[config.mk]
export PLATFORM = sky130hd
export DESIGN_NAME = clk_div_ctrl
export DESIGN_NICKNAME = d
export VERILOG_FILES = /design/src/rtl/clk_div_ctrl.sv
export SDC_FILE = /design/constraint.sdc
export NUM_CORES = 1
export LEC_CHECK = 0
export CAP_MARGIN = 20
export CORE_MARGIN = 2
export CORE_UTILIZATION = 42
export DETAILED_ROUTE_END_ITERATION = 10
export GPL_TIMING_DRIVEN = 0
export HOLD_SLACK_MARGIN = 0.06
export SLEW_MARGIN = 5
export SYNTH_ARGS = -nofsm -noshare
export SYNTH_HDL_FRONTEND = slang
export SYNTH_SLANG_ARGS = --single-unit
[constraint.sdc]
create_clock -name clk_100MHz -period 6.3 [get_ports clk_100MHz]
set_input_delay 0.63 -clock clk_100MHz [delete_from_list [all_inputs] [get_ports clk_100MHz]]
set_output_delay 0.63 -clock clk_100MHz [all_outputs]
set_load 0.02 [all_outputs]
[src/rtl/clk_div_ctrl.sv]
// Runtime-programmable clock divider: registered clk_out, aligned tick strobe and
// glitch-free divisor update on full-period boundaries. Optional status ports via CLK_DIV_CTRL_STATUS_EN.
module clk_div_ctrl #(
    parameter int CNT_W   = 16,
    parameter int DEF_DIV = 10
) (
    input  logic             clk_100MHz,
    input  logic             rst,
    input  logic             en,
    input  logic             cfg_valid,
    input  logic [CNT_W-1:0] cfg_div,
    output logic             cfg_ready,
    output logic             cfg_err,
    output logic             clk_out,
    output logic             tick,
    output logic [1:0]       state
`ifdef CLK_DIV_CTRL_STATUS_EN
    ,
    output logic [15:0]      period_cnt,
    output logic [CNT_W-1:0] div_cur
`endif
);

    typedef enum logic [1:0] {
        ST_STOP = 2'd0,
        ST_RUN  = 2'd1,
        ST_PEND = 2'd2,
        ST_HALT = 2'd3
    } state_e;

    localparam logic [CNT_W-1:0] ONE     = CNT_W'(1);
    localparam logic [CNT_W-1:0] DIV_RST = CNT_W'(DEF_DIV);

    state_e           r_state;
    logic [CNT_W-1:0] r_cnt;
    logic [CNT_W-1:0] r_div_active;
    logic [CNT_W-1:0] r_div_pend;
    logic             r_clk_out;
    logic             r_tick;
    logic             r_cfg_err;
    logic             r_cfg_ready;

    logic             w_xfer;
    logic             w_cfg_zero;
    logic             w_last;
    logic             w_rise;
    logic             w_fall;
    logic             w_counting;
    logic             w_tick_set;
    logic [CNT_W-1:0] w_cnt_nxt;
    logic             w_clk_nxt;

    assign w_xfer     = cfg_valid && r_cfg_ready;
    assign w_cfg_zero = (cfg_div == '0);
    assign w_last     = (r_cnt == r_div_active - ONE);
    assign w_rise     = w_last && !r_clk_out;
    assign w_fall     = w_last && r_clk_out;
    assign w_cnt_nxt  = w_last ? '0 : r_cnt + ONE;
    assign w_clk_nxt  = w_last ? ~r_clk_out : r_clk_out;

    // A halting clock that is already low stops at once, so it never starts a runt high phase.
    assign w_counting = (r_state == ST_RUN) || (r_state == ST_PEND) ||
                        ((r_state == ST_HALT) && (en || r_clk_out));
    assign w_tick_set = w_counting && w_rise;

    always_ff @(posedge clk_100MHz) begin
        if (rst) begin
            // NOTE: non-blocking assignments keep every register sampling pre-edge values, so branch order cannot create races.
            r_state      <= ST_STOP;
            r_cnt        <= '0;
            r_div_active <= DIV_RST;
            r_div_pend   <= DIV_RST;
            r_clk_out    <= 1'b0;
            r_tick       <= 1'b0;
            r_cfg_err    <= 1'b0;
            r_cfg_ready  <= 1'b1;
        end else begin
            r_tick    <= w_tick_set;
            r_cfg_err <= w_xfer && w_cfg_zero;
            case (r_state)
                ST_STOP: begin
                    r_cnt       <= '0;
                    r_clk_out   <= 1'b0;
                    r_cfg_ready <= 1'b1;
                    if (w_xfer && !w_cfg_zero) r_div_active <= cfg_div;
                    if (en) r_state <= ST_RUN;
                end
                ST_RUN: begin
                    r_cnt     <= w_cnt_nxt;
                    r_clk_out <= w_clk_nxt;
                    if (w_xfer && !w_cfg_zero) begin
                        r_div_pend  <= cfg_div;
                        r_state     <= ST_PEND;
                        r_cfg_ready <= 1'b0;
                    end else if (!en) begin
                        r_state     <= ST_HALT;
                        r_cfg_ready <= 1'b0;
                    end
                end
                ST_PEND: begin
                    r_cnt     <= w_cnt_nxt;
                    r_clk_out <= w_clk_nxt;
                    if (w_fall) begin
                        r_div_active <= r_div_pend;
                        r_cfg_ready  <= 1'b1;
                        r_state      <= en ? ST_RUN : ST_STOP;
                    end
                end
                ST_HALT: begin
                    if (en) begin
                        r_cnt       <= w_cnt_nxt;
                        r_clk_out   <= w_clk_nxt;
                        r_cfg_ready <= 1'b1;
                        r_state     <= ST_RUN;
                    end else if (!r_clk_out) begin
                        r_cnt       <= '0;
                        r_cfg_ready <= 1'b1;
                        r_state     <= ST_STOP;
                    end else begin
                        r_cnt     <= w_cnt_nxt;
                        r_clk_out <= w_clk_nxt;
                        if (w_fall) begin
                            r_cfg_ready <= 1'b1;
                            r_state     <= ST_STOP;
                        end
                    end
                end
                default: r_state <= ST_STOP;
            endcase
        end
    end

    assign cfg_ready = r_cfg_ready;
    assign cfg_err   = r_cfg_err;
    assign clk_out   = r_clk_out;
    assign tick      = r_tick;
    assign state     = r_state;

`ifdef CLK_DIV_CTRL_STATUS_EN
    logic [15:0] r_period_cnt;

    always_ff @(posedge clk_100MHz) begin
        if (rst) begin
            r_period_cnt <= '0;
        end else if (w_tick_set) begin
            r_period_cnt <= r_period_cnt + 16'd1;
        end
    end

    assign period_cnt = r_period_cnt;
    assign div_cur    = r_div_active;
`endif

endmodule

# Yosys cells after proc, flatten, opt, wreduce, memory -nomap -nowiden
# Cells that the tools add are included.
# totals
wordCells,65
reg_bits,54
input_bits,20
out_inout_bits,6
# op_classes
n_reduce_logical,19
bitwise,1
addsub,2
n_mux,26
n_eq_ne,9
# op_table
operator,n
16-bit two-way mux,5
16-bit one-hot mux with 3 select lines,1
16-bit one-hot mux with 2 select lines,1
16-bit by 1-bit adder with 16-bit output (second input constant),1
16-bit == test,1
16-bit zero test,1
16-bit by 1-bit subtractor with 16-bit output (second input constant),1
2-bit two-way mux,7
1-bit two-way mux,9
2-bit one-hot mux with 4 select lines,1
1-bit logical AND,7
2-bit != test (second input constant),3
2-bit == test (second input constant),2
4-bit != test (second input constant),1
1-bit one-hot mux with 4 select lines,1
4-bit AND reduction,1
1-bit logical OR,3
3-bit by 2-bit != test with 1-bit output (second input constant),1
1-bit one-hot mux with 3 select lines,1
3-bit AND reduction,1
2-bit by 1-bit == test with 1-bit output (second input constant),1
1-bit zero test,2
2-bit zero test,1
2-bit AND reduction,1
3 further kinds,3

# Logic depth before layout (Yosys ltp)
# Gate-level depths: netlist of run 1.
# logic_depth
ltp_word,7
ltp_mapped,15
mapped_depth_nobuf,14

# Worst setup path after synthesis of run 1
# Ideal clock, no wire load.
# synth_timing
path_type,flip-flop to flip-flop
from,register r_div_active[0]
to,register r_div_active[15]
required_time_ps,6214
stages_incl_launch_ff,15
t_arrival_ps,3583
period_less_slack_ps,3668
setup_ps,86
path_slack_ps,2632
n_path_buf,2
cell_sequence,dfxtp_1 inv_1 ha_1 buf_2 or4b_4 o32ai_2 o2111ai_1 or4b_4 nor4_1 ha_1 nor2b_1 a211oi_1 clkbuf_1 nor2_1 a211oi_1
# synth_via
elab_chain_cells,5
# synth_lines
element,line_no,text
"start, declared",36,logic [CNT_W-1:0] r_div_active;
"start signal, assigned",85,if (w_xfer && !w_cfg_zero) r_div_active <= cfg_div;
"start signal, assigned",104,r_div_active <= r_div_pend;
16-bit by 1-bit subtractor with 16-bit output,55,assign w_last = (r_cnt == r_div_active - ONE);
16-bit == test,55,
1-bit logical AND,57,assign w_fall = w_last && r_clk_out;
2-bit != test (no line),-,
3-bit AND reduction (no line),-,
# No other way between the ends.
# A chain may end at the register's enable or synchronous reset.

# Worst setup path in the final report of run 1
# layout_timing
from,register r_div_active[0]
to,register r_div_active[10]
# The elaborated chain is that of the path after synthesis.

==> impl_results.md, run 1 <==
- Die Y: 87.5 µm
- Cell taking the most area after synthesis: dfxtp_1
- Area delta synth->final: 15.2%
- Global Route Usage Sum: 0.168
- Starting density of the core: 0.434
- Die width: 87.5 µm
- Commonest non-fill, non-tap cell in the layout: nor2_1
- Area fraction of the dominant cell type after synthesis: 0.369
- FILL cells: between 600 and 700
- Clk Tree Root Cell: clkbuf_8
- Final antenna diode count: 0
- Placed insts: 440
- CTS Sinks: 54
- Crit path max-delay cell type: or4b_4
- DR vias: 2384
- Die Area: 7660 µm²
- CTS Buf Count: 5
- Minimum clock period: between 4000 and 5000 ps
- Placed inst area: 3280 µm²
- Antenna violations before repair: 0
- DRC Markers: 0
- WS Path Type: register to register
- Vias/cell: around 5.3
- R2r setup slk: 1980 ps
- Global-route wire length before repair: between 10 and 15 mm
- Worst Setup End Kind: register
- Post-route cell area: around 3400 µm²
- Distinct cells, synth: 42
- Ys Warns: 0
- MaxCap Viol Count: 0
- RSZ-0062 raised after global routing: false
- DR WL/cell: 13.7 µm
- DRT Pass-1 Iters: 4
- Peak supply drop: about 0.18 mV
- Crit-path max FO: 10
- Iter 0 DRT Violations: ~120
- Pwr Total: 1270 µW
- Total grt overflow: 0
- Post-cts hold buffer count: 0
- Fraction of registers with async set/reset: 0
- Std cell rows: 30
- LEAKAGE: 0.00127 µW
- Synth Instances: 335
- Worst-Margin Slew: 716 ps
- Largest cells by area after synthesis: dfxtp_1 37%, mux2i_1 9.9%, nor2_1 8.1%, xnor2_1 6.3%, xor2_1 4.8%
- Critical Path RT: between 6000 and 7000 ps
- # H-tree levels: 2
- Hold Path Class: register to register
- Cells resized by post-CTS repair: 0
- Final hold vios: 0
- Setup violations, final: 0
- Status: finished, final reports clean
- Core area: 6760 µm²
- CP cell instances: inv_1 -> ha_1 -> buf_2 -> or4b_4 -> o32ai_2 -> o2111ai_1 -> or4b_4 -> nor4_1 -> ha_1 -> nor2b_1 -> a211oi_1 -> clkbuf_1 -> nor2_1 -> a211oi_1
- IO Port Bufs: 25
- Slowest stage delay, CP: between 500 and 600 ps
- Most frequent cells in the layout: 63 x nor2_1, 54 x dfxtp_1, 29 x mux2i_1, 25 x clkdlybuf4s50_1, 21 x xnor2_1
- Non-filler cells, final: 448
- Post-route clock period utilization: 0.686
- Share of the yosys chip area belonging to registers: 0.369
- Synthesized Nets: 365
- # Post-CTS Setup Buffers: 0
- Layout cell share with drive strength beyond 1: 0.0435
- Clock skew: 9.24 ps
- Mean cell area of the mapped netlist: 8.75 µm²
- Top Ports: 26
- Slew headroom: 0.523
- Clock tree from TritonCTS: done
- Achievable Freq: 231 MHz
- Worst EP arrival: between 4000 and 5000 ps
- Synthesized area: 2930 µm²
- Vias in the first global route: 2105
- Final wirelength: ~6.2 mm
- Largest net degree at the start of global routing: 20
- CTS Buffer Depth: 2
- Dpl hpwl: 4.69 mm
- Routed Antenna Nets: 0
- Clock latency on the worst-skew pair: 320 ps
- Setup_tns: 0 ps
- GPL Wtd Cong: 0.775
- Crit start category: register
- PwrDens: 377 nW/µm²
- Synth Register Bits: 54
- Layout Nets: slightly below 400
- Top FF cell, synth: dfxtp_1
- Post-synth EDFFs: 0
- Minimum hold slack: 475 ps
- Clock transition at the registers of the reported paths: 110 ps
- Fin. max-slew vios: 0
-- flip-flops by register name, indices dropped and copies added, names as in the netlist --
signal	count
cfg_err	1
cfg_ready	1
state	2
clk_out	1
r_div_active	16
tick	1
r_cnt	16
r_div_pend	16
-- layout make-up --
cell class | instances | area [µm²] | share of cell area
tap | 80 | 100 | 0.0296
sequential | 54 | 1080 | 0.320
clock inverter | 3 | 26.3 | 0.00778
multi-input combinational | 251 | 1730 | 0.512
clock buffer | 5 | 68.8 | 0.0204
inverter | 13 | 48.8 | 0.0144
buffer | 17 | 73.8 | 0.0219
timing repair buffer | 25 | 250 | 0.0741
-- critical path: cells and delay by family, from the launching register on --
family / cells / cell delay (ps)
simple gates: 5 / 1670
compound gates: 4 / 1070
fa+ha+maj: 2 / 440
flops: 1 / 380
buf+inv: 3 / 690
-- per-layer routing --
layer | up-vias | track usage | routed length [µm]
met2 | 37 | 0.257 | 2690
met1 | 1090 | 0.240 | 3190
li1 | 1249 | - | -
met4 | 0 | 0.0559 | 104
met5 | - | 0 | 0
met3 | 8 | 0.0283 | 170
-- power breakdown --
group / internal (µW) / total (µW) / switching [µW]
clock network: 82.2 / 208 / 126
logic: 255 / 591 / 335
registers: 406 / 473 / 66.9
-- worst paths after layout --
path	to	from	cells after the start
max	r_div_active[10]$_SDFFE_PP0P_	r_div_active[0]$_SDFFE_PP0P_	14
min	r_div_pend[3]$_SDFFE_PP1P_	r_div_pend[3]$_SDFFE_PP1P_	1
max reg2reg	r_div_active[10]$_SDFFE_PP0P_	r_div_active[0]$_SDFFE_PP0P_	14
min reg2reg	r_div_pend[3]$_SDFFE_PP1P_	r_div_pend[3]$_SDFFE_PP1P_	1
-- Yosys cell counts, drive strengths merged, types with 2 or more instances --
master / n
a311oi: 2
clkbuf: 13
nand2: 11
nand3: 11
and4: 2
buf: 4
inv: 13
xnor2: 21
and3: 2
nor4: 8
a211oi: 15
or3: 2
a31oi: 3
xor2: 16
nor3: 10
nor2: 63
a211o: 5
nand4b: 3
or4b: 2
ha: 10
or4: 3
dfxtp: 54
nand4: 6
o21ai: 7
mux2i: 29
a21oi: 5
nor2b: 3
-- logic make-up after synthesis --
family | Yosys count | synth area share
buf+inv | 30 | 0.0418
fa+ha+maj | 10 | 0.0427
compound gates | 44 | 0.115
flops | 54 | 0.369
simple gates | 131 | 0.222
mux | 29 | 0.0990
xor+xnor | 37 | 0.111
-- metrics by stage --
stage / util / setup WS, ps
6_report: 0.500 / 1980
5_1_grt: 0.500 / 1560
4_1_cts: 0.500 / 1940
3_5_place_dp: 0.486 / 1980
3_3_place_gp: 0.486 / 2040
2_1_floorplan: - / 2630
No activity file was read; power rests on OpenSTA's default activity.
==> run 2: changes to the inputs <==
==> constraint.sdc (replaced) <==
create_clock -name clk_100MHz -period 3.45 [get_ports clk_100MHz]
set_input_delay 0.345 -clock clk_100MHz [delete_from_list [all_inputs] [get_ports clk_100MHz]]
set_output_delay 0.345 -clock clk_100MHz [all_outputs]
set_load 0.02 [all_outputs]
==> impl_results.md, run 2 (synthesis results as in run 1) <==
- Clock transition at the registers of the reported paths: 100 ps (about the same)
- Vias/cell: 5.30 (-0.48%)
- MaxCap Viol Count: 0 (unchanged)
- Minimum clock period: 3320 ps (-1000 ps)
- Final wirelength: 6.72 mm (+9.2%)
- Hold Path Class: register to register
- Global-route wire length before repair: 11.2 mm (+9.7%)
- Iter 0 DRT Violations: 91 (-25%)
- Layout cell share with drive strength beyond 1: 0.157 (+0.113)
- Vias in the first global route: 2354 (+12%)
- Die Area: 7660 µm² (unchanged)
- Routed Antenna Nets: 0 (unchanged)
- Starting density of the core: 0.434 (unchanged)
- Largest net degree at the start of global routing: 20 (unchanged)
- Die width: 87.5 µm (unchanged)
- Fin. max-slew vios: 0 (unchanged)
- DRC Markers: 0 (unchanged)
- Worst EP arrival: 3530 ps (-1030 ps)
- Core area: 6760 µm² (unchanged)
- DR WL/cell: 14.5 µm (+5.7%)
- CTS Buf Count: 5 (unchanged)
- Die Y: 87.5 µm (unchanged)
- RR Startpoint: r_div_active[2]$_SDFFE_PP0P_
- IO Port Bufs: 25 (unchanged)
- HP Start: r_div_pend[3]$_SDFFE_PP1P_
- Antenna violations before repair: 0 (unchanged)
- Slowest stage delay, CP: 570 ps (about the same)
- Post-route cell area: 3680 µm² (+9.0%)
- Global Route Usage Sum: 0.183 (+0.0156)
- Clk Tree Root Cell: clkbuf_8
- Dpl hpwl: 4.76 mm (+1.3%)
- FILL cells: 673 (-0.88%)
- Crit start category: register
- WS Path Type: register to register
- DR vias: 2452 (+2.9%)
- Std cell rows: 30 (unchanged)
- Commonest non-fill, non-tap cell in the layout: nor2_1
- Clock tree from TritonCTS: done
- Placed inst area: 3300 µm² (+0.42%)
- Top Ports: 26 (unchanged)
- Post-route clock period utilization: 0.963 (+0.277)
- Area delta synth->final: 25.5%
- Peak supply drop: 0.328 mV (+85%)
- Largest regs: r_cnt: 16 flops, r_div_active: 16 flops, r_div_pend: 16 flops
- LEAKAGE: 0.00139 µW (+8.9%)
- Total grt overflow: 0 (unchanged)
- Most frequent cells in the layout: 56 x nor2_1, 51 x dfxtp_1, 29 x mux2i_1, 25 x clkdlybuf4s50_1, 21 x xnor2_1
- # H-tree levels: 2 (unchanged)
- CP cell instances: buf_2 -> or4b_4 -> o32ai_4 -> o2111ai_2 -> or4b_4 -> nor4_4 -> ha_2 -> nor2b_4 -> a211oi_2 -> buf_6 -> buf_6 -> nor2_1 -> a211o_1
- Slew headroom: 0.507 (-0.0162)
- Setup violations, final: 0 (unchanged)
- Minimum hold slack: 478 ps (+2.82 ps)
- R2r setup slk: 130 ps (-1850 ps)
- Worst-Margin Slew: 740 ps (+24.3 ps)
- Setup_tns: 0 ps (unchanged)
- DRT Pass-1 Iters: 4 (unchanged)
- Status: finished, final reports clean
- Critical Path Source: r_div_active[2]$_SDFFE_PP0P_
- Clock skew: 9.93 ps (+0.691 ps)
- CTS Buffer Depth: 2 (unchanged)
- GPL Wtd Cong: 0.799 (+3.1%)
- Layout Nets: 412 (+3.8%)
- Worst Setup End Kind: register
- CTS Sinks: 54 (unchanged)
- Critical Path RT: 3660 ps (-2880 ps)
- Crit-path max FO: 9 (-1)
- Crit path max-delay cell type: or4b_4
- Final antenna diode count: 0 (unchanged)
- Clock latency on the worst-skew pair: 320 ps (about the same)
- Achievable Freq: 301 MHz (+30%)
- PwrDens: 745 nW/µm² (+98%)
- Pwr Total: 2740 µW (+120%)
- Final hold vios: 0 (unchanged)
==> run 2: changes by cell type in the layout (fill, tap and decap cells not counted), sizes merged <==
cell,before,now
buf,4,19
==> run 2: cell type report <==
class,count,area [µm²],share of cell area
clock buffers,5,68.8,0.0187
multi-input cells,251,1850,0.503
well taps,80,100,0.0272
clock inverters,3,26.3,0.00714
plain buffers,16,105,0.0286
repair buffers,41,392,0.106
flip-flops and latches,54,1090,0.295
inverters,13,51.3,0.0139
==> run 2: final timing paths <==
path,endpoint,cells past startpoint
worst min register to register,r_div_pend[3]$_SDFFE_PP1P_,1
worst min-delay path,r_div_pend[3]$_SDFFE_PP1P_,1
worst max-delay path,r_div_active[1]$_SDFFE_PP1P_,13
worst max register to register,r_div_active[1]$_SDFFE_PP1P_,13
==> run 2: what timing repair did <==
action / 4_1_cts / 5_1_grt
resized for setup: 30 / 14
setup endpoints to repair: 18 / 18
setup buffers: 12 / 2
gates cloned: 2 / 0
pin swaps: 28 / 8
hold buffers: 0 / 0
==> run 2: critical path: cells and delay by family (launching register included) <==
kind | cells | cell delay, ps
DFF | 1 | 310
adders and majority gates | 1 | 270
AOI/OAI and AO/OA | 4 | 800
buffers and inverters | 3 | 450
and+or+nand+nor | 5 | 1400
==> run 2: metal layers <==
| metal | up-vias | track usage | routed length [µm] |
|---|---|---|---|
| met3 | 7 | 0.0292 | 197 |
| met4 | 0 | 0.0517 | 68 |
| met5 | - | 0 | 0 |
| met2 | 37 | 0.304 | 3130 |
| li1 | 1285 | - | - |
| met1 | 1123 | 0.248 | 3330 |
==> run 2: power by group <==
| part | switching (µW) | internal [µW] |
|---|---|---|
| clock | 236 | 150 |
| combinational | 761 | 724 |
| sequential | 125 | 745 |
==> run 2: stage by stage <==
stage	std cells	setup slack [ps]	util
3_3_place_gp	440	-408	0.488
2_1_floorplan	335	85.3	-
4_1_cts	462	-77.9	0.536
5_1_grt	463	-7.12	0.545
3_5_place_dp	440	-410	0.488
6_report	463	128	0.545
